## config.mk

```make
export PLATFORM = sky130hd
export DESIGN_NAME = sum_accumulator
export DESIGN_NICKNAME = d
export VERILOG_FILES = /design/src/rtl/sum_accumulator.sv
export SDC_FILE = /design/constraint.sdc
export NUM_CORES = 1
export LEC_CHECK = 0
export BUFFER_PORTS_ARGS = -buffer_cell sky130_fd_sc_hd__buf_2
export CORE_MARGIN = 8
export CORE_UTILIZATION = 30
export CTS_BUF_LIST = sky130_fd_sc_hd__clkbuf_4
export CTS_CLUSTER_DIAMETER = 30
export DETAILED_ROUTE_END_ITERATION = 12
export PLACE_DENSITY = 0.59
export SYNTH_ARGS = -nofsm -noshare
export SYNTH_HDL_FRONTEND = slang
export SYNTH_SLANG_ARGS = --single-unit
```

## constraint.sdc

```tcl
create_clock -name clk -period 2.8 [get_ports clk]
set_clock_uncertainty 0.1 [all_clocks]
set_input_delay 0.56 -clock clk [delete_from_list [all_inputs] [get_ports clk]]
set_output_delay 0.56 -clock clk [all_outputs]
set_load 0.05 [all_outputs]
```

## src/rtl/sum_accumulator.sv

```systemverilog
`default_nettype none
// ============================================================================
// Module   : sum_accumulator
// Brief    : Accumulates COUNT adder sums per frame into a held, handshaked
//            total with a sticky wrap flag.
// Revision : 1.0 - initial release
// ============================================================================
module sum_accumulator #(
    parameter int IN_W  = 5,
    parameter int COUNT = 8,
    parameter int ACC_W = 8
) (
    input  logic             clk,
    input  logic             rst,
    input  logic             clr,
    input  logic             in_valid,
    output logic             in_ready,
    input  logic [IN_W-1:0]  in_sum,
    output logic             out_valid,
    input  logic             out_ready,
    output logic [ACC_W-1:0] out_acc,
    output logic             out_ovf,
    output logic             busy
);

    localparam int c_cnt_w = (COUNT > 1) ? $clog2(COUNT) : 1;
    localparam logic [c_cnt_w-1:0] c_last = c_cnt_w'(COUNT - 1);

    typedef enum logic [0:0] {
        ST_ACCUM = 1'b0,
        ST_HOLD  = 1'b1
    } state_t;

    state_t              r_state;
    logic [ACC_W-1:0]    r_acc;
    logic [c_cnt_w-1:0]  r_cnt;
    logic                r_ovf;
    logic                r_out_valid;
    logic [ACC_W-1:0]    r_out_acc;
    logic                r_out_ovf;

    logic                w_accept;
    logic [ACC_W:0]      w_sum;
    logic                w_ovf_next;

    // Extra top bit of the sum is the carry out of the accumulator.
    assign w_sum      = {1'b0, r_acc} + (ACC_W + 1)'(in_sum);
    assign w_ovf_next = r_ovf | w_sum[ACC_W];
    assign in_ready   = !rst && !clr && (r_state == ST_ACCUM);
    assign w_accept   = in_valid && in_ready;

    always_ff @(posedge clk) begin
        if (rst) begin
            r_state     <= ST_ACCUM;
            r_acc       <= '0;
            r_cnt       <= '0;
            r_ovf       <= 1'b0;
            r_out_valid <= 1'b0;
            r_out_acc   <= '0;
            r_out_ovf   <= 1'b0;
        end else if (clr) begin
            r_state     <= ST_ACCUM;
            r_acc       <= '0;
            r_cnt       <= '0;
            r_ovf       <= 1'b0;
            r_out_valid <= 1'b0;
        end else begin
            case (r_state)
                ST_ACCUM: begin
                    if (w_accept) begin
                        r_acc <= w_sum[ACC_W-1:0];
                        r_ovf <= w_ovf_next;
                        if (r_cnt == c_last) begin
                            r_cnt       <= '0;
                            r_out_acc   <= w_sum[ACC_W-1:0];
                            r_out_ovf   <= w_ovf_next;
                            r_out_valid <= 1'b1;
                            r_state     <= ST_HOLD;
                        end else begin
                            r_cnt <= r_cnt + c_cnt_w'(1);
                        end
                    end
                end
                ST_HOLD: begin
                    // Output registers keep the last total after the take.
                    if (r_out_valid && out_ready) begin
                        r_state     <= ST_ACCUM;
                        r_acc       <= '0;
                        r_cnt       <= '0;
                        r_ovf       <= 1'b0;
                        r_out_valid <= 1'b0;
                    end
                end
                default: begin
                    r_state <= ST_ACCUM;
                end
            endcase
        end
    end

    assign out_valid = r_out_valid;
    assign out_acc   = r_out_acc;
    assign out_ovf   = r_out_ovf;
    assign busy      = (r_state == ST_ACCUM) && (r_cnt != '0);

endmodule
`default_nettype wire

```

==> results of run 1 <==
## logic make-up (layout without fill, tap and decap cells)
family	Yosys count	in the layout	share of synthesized area
AND/OR/NAND/NOR	55	55	0.229
adder cells (fa/ha/maj)	9	9	0.0962
AO/OA/AOI/OAI	42	42	0.234
flip-flops	23	23	0.369
XOR/XNOR	3	3	0.0210
buffers and inverters	13	33	0.0501
## Yosys cell counts (2+ instances only)
cell type | number | area (um^2)
inv_1 | 5 | 18.8
or3_1 | 3 | 18.8
nand2_1 | 20 | 75.1
xnor2_1 | 3 | 26.3
and2_1 | 2 | 12.5
nand3_1 | 11 | 55.1
a211o_1 | 2 | 17.5
o21ai_0 | 8 | 40.0
a21o_1 | 3 | 22.5
buf_2 | 2 | 10.0
a21oi_1 | 8 | 40.0
ha_1 | 8 | 100
nor3_1 | 3 | 15.0
nor2_1 | 7 | 26.3
a22o_1 | 2 | 17.5
nand4b_1 | 2 | 17.5
o211ai_1 | 5 | 37.5
a211oi_1 | 4 | 30.0
dfxtp_1 | 23 | 460
clkbuf_1 | 3 | 11.3
and3_1 | 2 | 12.5
## cells in the final DEF (no fill, tap or decap), types with 3 or more instances in the layout
cell type and n:
clkbuf_4 4, buf_2 21, a211oi_1 4, nor2_1 7, ha_1 8, o21ai_0 8, or3_1 3, nor3_1 3
inv_1 5, nand3_1 11, xnor2_1 3, buf_4 3, a21o_1 3, nand2_1 20, dfxtp_1 23, o211ai_1 5
a21oi_1 8
## flip-flops by register name, summed over array words and instances (netlist names)
| register | flops |
|---|---|
| r_acc | 8 |
| out_valid | 1 |
| r_ovf | 1 |
| r_cnt | 3 |
| out_ovf | 1 |
| out_acc | 8 |
| r_state | 1 |
## power by group through the flow
| stage | Combinational, mW | Sequential (mW) | Clock (mW) |
|---|---|---|---|
| detailed placement | 0.0888 | 0.344 | 0 |
| global route | 0.0988 | 0.338 | 0.189 |
| floorplan | 0.0627 | 0.342 | 0 |
| finish | 0.0899 | 0.336 | 0.164 |
| CTS | 0.0897 | 0.336 | 0.175 |
| global placement | 0.0875 | 0.343 | 0 |
## metal layers
layer / share of wire / GRT usage / vias up
met4: 0.013 / 0.0327 / 0
li1: - / - / 572
met3: 0.031 / 0.0201 / 5
met5: 0 / 0 / -
met2: 0.52 / 0.184 / 16
met1: 0.44 / 0.124 / 540
## how the worst max path moves through the flow
stage,startpoint,to,slack (ps),cells after the start
global placement,in_sum[0],out_acc[6],420,7
global route,r_cnt[0],busy,610,4
detailed placement,in_sum[0],out_acc[6],390,7
CTS,r_cnt[0],busy,700,4
floorplan,rst,in_ready,170,3
finish,in_sum[0],out_acc[6],720,7
## through the flow
step / cells / worst slack, ps / power [mW]
6_report: 215 / 718 / 0.591
5_1_grt: 215 / 609 / 0.626
4_1_cts: 215 / 698 / 0.601
3_5_place_dp: 211 / 390 / 0.432
3_3_place_gp: 211 / 422 / 0.431
2_1_floorplan: 145 / 173 / 0.405
## worst reg2reg max path: stages, from the launching register on
cell,delay (ps)
dfxtp_1,330
ha_1,230
fa_1,420
a21o_1,220
a221o_1,340
xnor2_1,140
a211oi_1,210
## final cells by class
| cell class | count | area [um^2] | share of cell area |
|---|---|---|---|
| multi-input combinational | 109 | 726 | 0.509 |
| tap | 50 | 62.6 | 0.0439 |
| sequential | 23 | 460 | 0.323 |
| timing repair buffer | 24 | 128 | 0.0896 |
| clock buffer | 4 | 30.0 | 0.0211 |
| inverter | 5 | 18.8 | 0.0132 |
==> run metrics, run 1 <==
status=finished clean; die height=80.5 um; TritonRoute pass-1 iters=4; CTS tree=done; Remaining DRCs=0; total track usage=0.105; Final Net Count=185; worst vdd ir=185 uV; Avg Cell Area, Syn=8.61 um^2; Worst EP arrival=approximately 2200 ps; Yosys reg bits=23; Row Count=23; first-pass GRT wire length=around 5400 um; P&R area growth vs syn=14.1%; H-tree lvl count=1; sequential share of power=0.570; Worst-Skew Late Latency=roughly 310 ps; vias in the first global route=1154; flop2flop setup slack=740 ps; Clock power frac=0.278; GP Congestion=0.896; total grt overflow=0; CP max stage delay=420 ps; fmax=480 MHz; post-route ant nets=0; Num CTS Buffers=3; Slew @ Worst Pin=554 ps; hold path cells=2; pin count of the biggest net entering global routing=18; DP Area=1400 um^2; Filler cells=405; Max Cap Viol=0; fin util=0.356; hold_ws=360 ps; I/O Buffers=21; post-synth net total=164; final worst-path cycle share=0.743; Async SR Flop Fraction=0; # hold bufs at CTS=0; P_leak=0.635 nW; WL/cell=14.7 um; r2r startpoint=r_acc[0]; mapped cell area=1250 um^2; CP top delay family=compound AO/OA/AOI/OAI gates; num ports=22; Worst-path clk slew=120 ps; worst setup path class=in -> reg; CP Buf/Inv Count=1; Worst EP required=just under 3000 ps; Cell Pwr Density=414 nW/um^2; Critical Path, Cell by Cell=buf_2 -> ha_1 -> fa_1 -> a21o_1 -> a221o_1 -> xnor2_1 -> a211oi_1; Hold EP=out_acc[1]; Gate power share=0.152; min-delay src=out_acc[1]; sequential fraction of the synthesis area=0.369; initial antenna violation count=0; # setup viols final=0; fin area=roughly 1400 um^2; RSZ-0062 raised after global routing=no; CTS root buffer=clkbuf_4; number of diodes=0; DR vias=1133; Power Internal=~0.43 mW; Slew Viols, Final=0; Initial DRC Count=31; Final Hold Viols=0; Sw Pwr=0.159 mW; initial core utilization=0.312; total wire length=3170 um; CP Launch Type=primary input; Post-CTS Setup Repair Bufs=0; Yosys warnings=0; post_cts resized=0; Max clock buf depth=2; DIE AREA=around 6500 um^2; setup TNS=0 ps; Post-DP HPWL=around 2400 um; worst slew margin relative to its limit=0.631; Worst path slowest cell=fa_1; drt via density=about 5.3; hold crit path type=reg -> reg; share of cells above drive strength 1=0.182; Yosys cell types=40; Die Wd=a little over 80 um; Net Sw Frac=0.270; core footprint=4000 um^2; Synth Flop Type=dfxtp_1; worst-path fanout max=4; Clock Sinks=23; RR Endpoint=out_acc[6]; critical path endpoint category=flip-flop; Mapped Cells=145; fin crit period=2080 ps; number of flops mapped to enable cells by yosys=0; Worst R2R Path Depth=6
Power figures use the tool's default switching activity.
==> inputs of run 2 (changes only) <==
- PLACE_DENSITY: 0.59 -> 0.61
- clock period: 2.8 -> 1.9 ns (I/O delays scaled with it)
==> run 2 against run 1 <==
  * Worst hold slack worse by 81 ps
  * Design area up 15%
  * Critical path depth shrank 1
  * Clock-buffer cell count is the same
  * Non-clock buffer count is 24 higher
  * Sequential share of layout area decreased by 4.1 points
  * Combinational power up 95%
  * Sequential power up 48%
  * Setup slack worse by 690 ps
  * Global-route usage is 0.27 points lower
  * Critical path type is now reg -> reg
==> run metrics, run 2 (synthesis gave the netlist of run 1 again) <==
die height=80.5 um; num ports=22; H-tree lvl count=1; total track usage=0.102; share of cells above drive strength 1=0.333; initial core utilization=0.312; Cell Pwr Density=560 nW/um^2; Slew Viols, Final=0; worst setup path class=reg -> reg; DR vias=~1200; initial antenna violation count=0; Row Count=23; critical path endpoint category=flip-flop; GP Congestion=between 0.8 and 0.9; total grt overflow=0; CTS tree=done; Worst-path clk slew=130 ps; Worst EP required=2040 ps; Max clock buf depth=2; # hold bufs at CTS=0; final worst-path cycle share=0.985; RR Endpoint=out_acc[6]; WL/cell=13.3 um; Worst-Skew Late Latency=slightly above 300 ps; commonest non-fill, non-tap cell in the layout=buf_4; DIE AREA=6480 um^2; vias in the first global route=1128; Final Hold Viols=0; CP Launch Type=flip-flop; Filler cells=between 400 and 500; hold_ws=279 ps; fin util=0.411; status=finished clean; drt via density=around 5; worst slew margin relative to its limit=0.781; # setup viols final=0; post-route ant nets=0; DP Area=1600 um^2; fmax=534 MHz; Max Cap Viol=0; Worst R2R Path Depth=6; number of diodes=0; flop2flop setup slack=30 ps; final setup margin=28.4 ps; TritonRoute pass-1 iters=4; dpl ws=-203 ps; min-delay src=out_ready; Worst EP arrival=approximately 2000 ps; hold crit path type=in -> reg; worst vdd ir=approximately 220 uV; Total Power=0.920 mW; Critical Path Source=r_acc[0]; fin crit period=1870 ps; r2r startpoint=r_acc[0]; worst-path fanout max=3; Die Wd=80.5 um; most frequent cells in the layout=buf_4, nand2_1, buf_2, dfxtp_1, nand3_1; pin count of the biggest net entering global routing=13; I/O Buffers=21; Clock Sinks=23; Slew @ Worst Pin=327 ps; P&R area growth vs syn=31.6%; Reg area=approximately 460 um^2; multi-input logic area=757 um^2; RSZ-0062 raised after global routing=yes; Final Net Count=209; Num CTS Buffers=3; Setup crit end=out_acc[6]; core footprint=4000 um^2; first-pass GRT wire length=5350 um; fin area=1640 um^2; Remaining DRCs=0; Post-DP HPWL=between 2000 and 3000 um; Post-CTS Setup Repair Bufs=0; final non-filler cell total=239; placed cells=235; Initial DRC Count=36; P_leak=0.755 nW; setup TNS=0 ps; total wire length=3170 um; CTS root buffer=clkbuf_4
run 2: changes by cell type in the layout (fill, tap and decap cells not counted), moves of 2 or more:
cell     change
dfxtp_1      -3
dfxtp_2      +3
a21oi_1      -2
a21oi_2      +2
buf_4       +25
run 2: worst min path at each step:
stage           endpoint  slack, ps  cells after the start
2_1_floorplan      r_ovf        320                      2
3_3_place_gp       r_ovf        340                      2
3_5_place_dp       r_ovf        350                      2
4_1_cts        out_valid        280                      4
5_1_grt        out_valid        270                      4
6_report       out_valid        280                      4
run 2: critical path, stage by stage (launching register included):
cell and delay (ps):
dfxtp_2 360, ha_4 160, fa_2 350, a21o_1 180
a221o_1 330, xnor2_1 140, a211oi_1 180
run 2: final cells by class:
type,instances,share of cell area
well taps,50,0.0381
flip-flops and latches,23,0.283
clock buffers,4,0.0183
multi-input cells,109,0.461
repair buffers,48,0.189
inverters,5,0.0114
run 2: power by group:
part / internal (mW) / switching [mW]
clock network: 0.0962 / 0.152
logic: 0.0823 / 0.0924
registers: 0.490 / 0.00625
run 2: timing repair:
item	CTS	global route
pin swaps	2	0
setup endpoints to repair	4	5
gates cloned	0	0
resized for setup	2	6
run 2: metal layers:
layer,up-vias,track usage,share of wire
li1,620,-,-
met1,548,0.133,0.50
met2,16,0.164,0.46
met3,4,0.0190,0.030
met4,0,0.0327,0.0098
met5,-,0,0
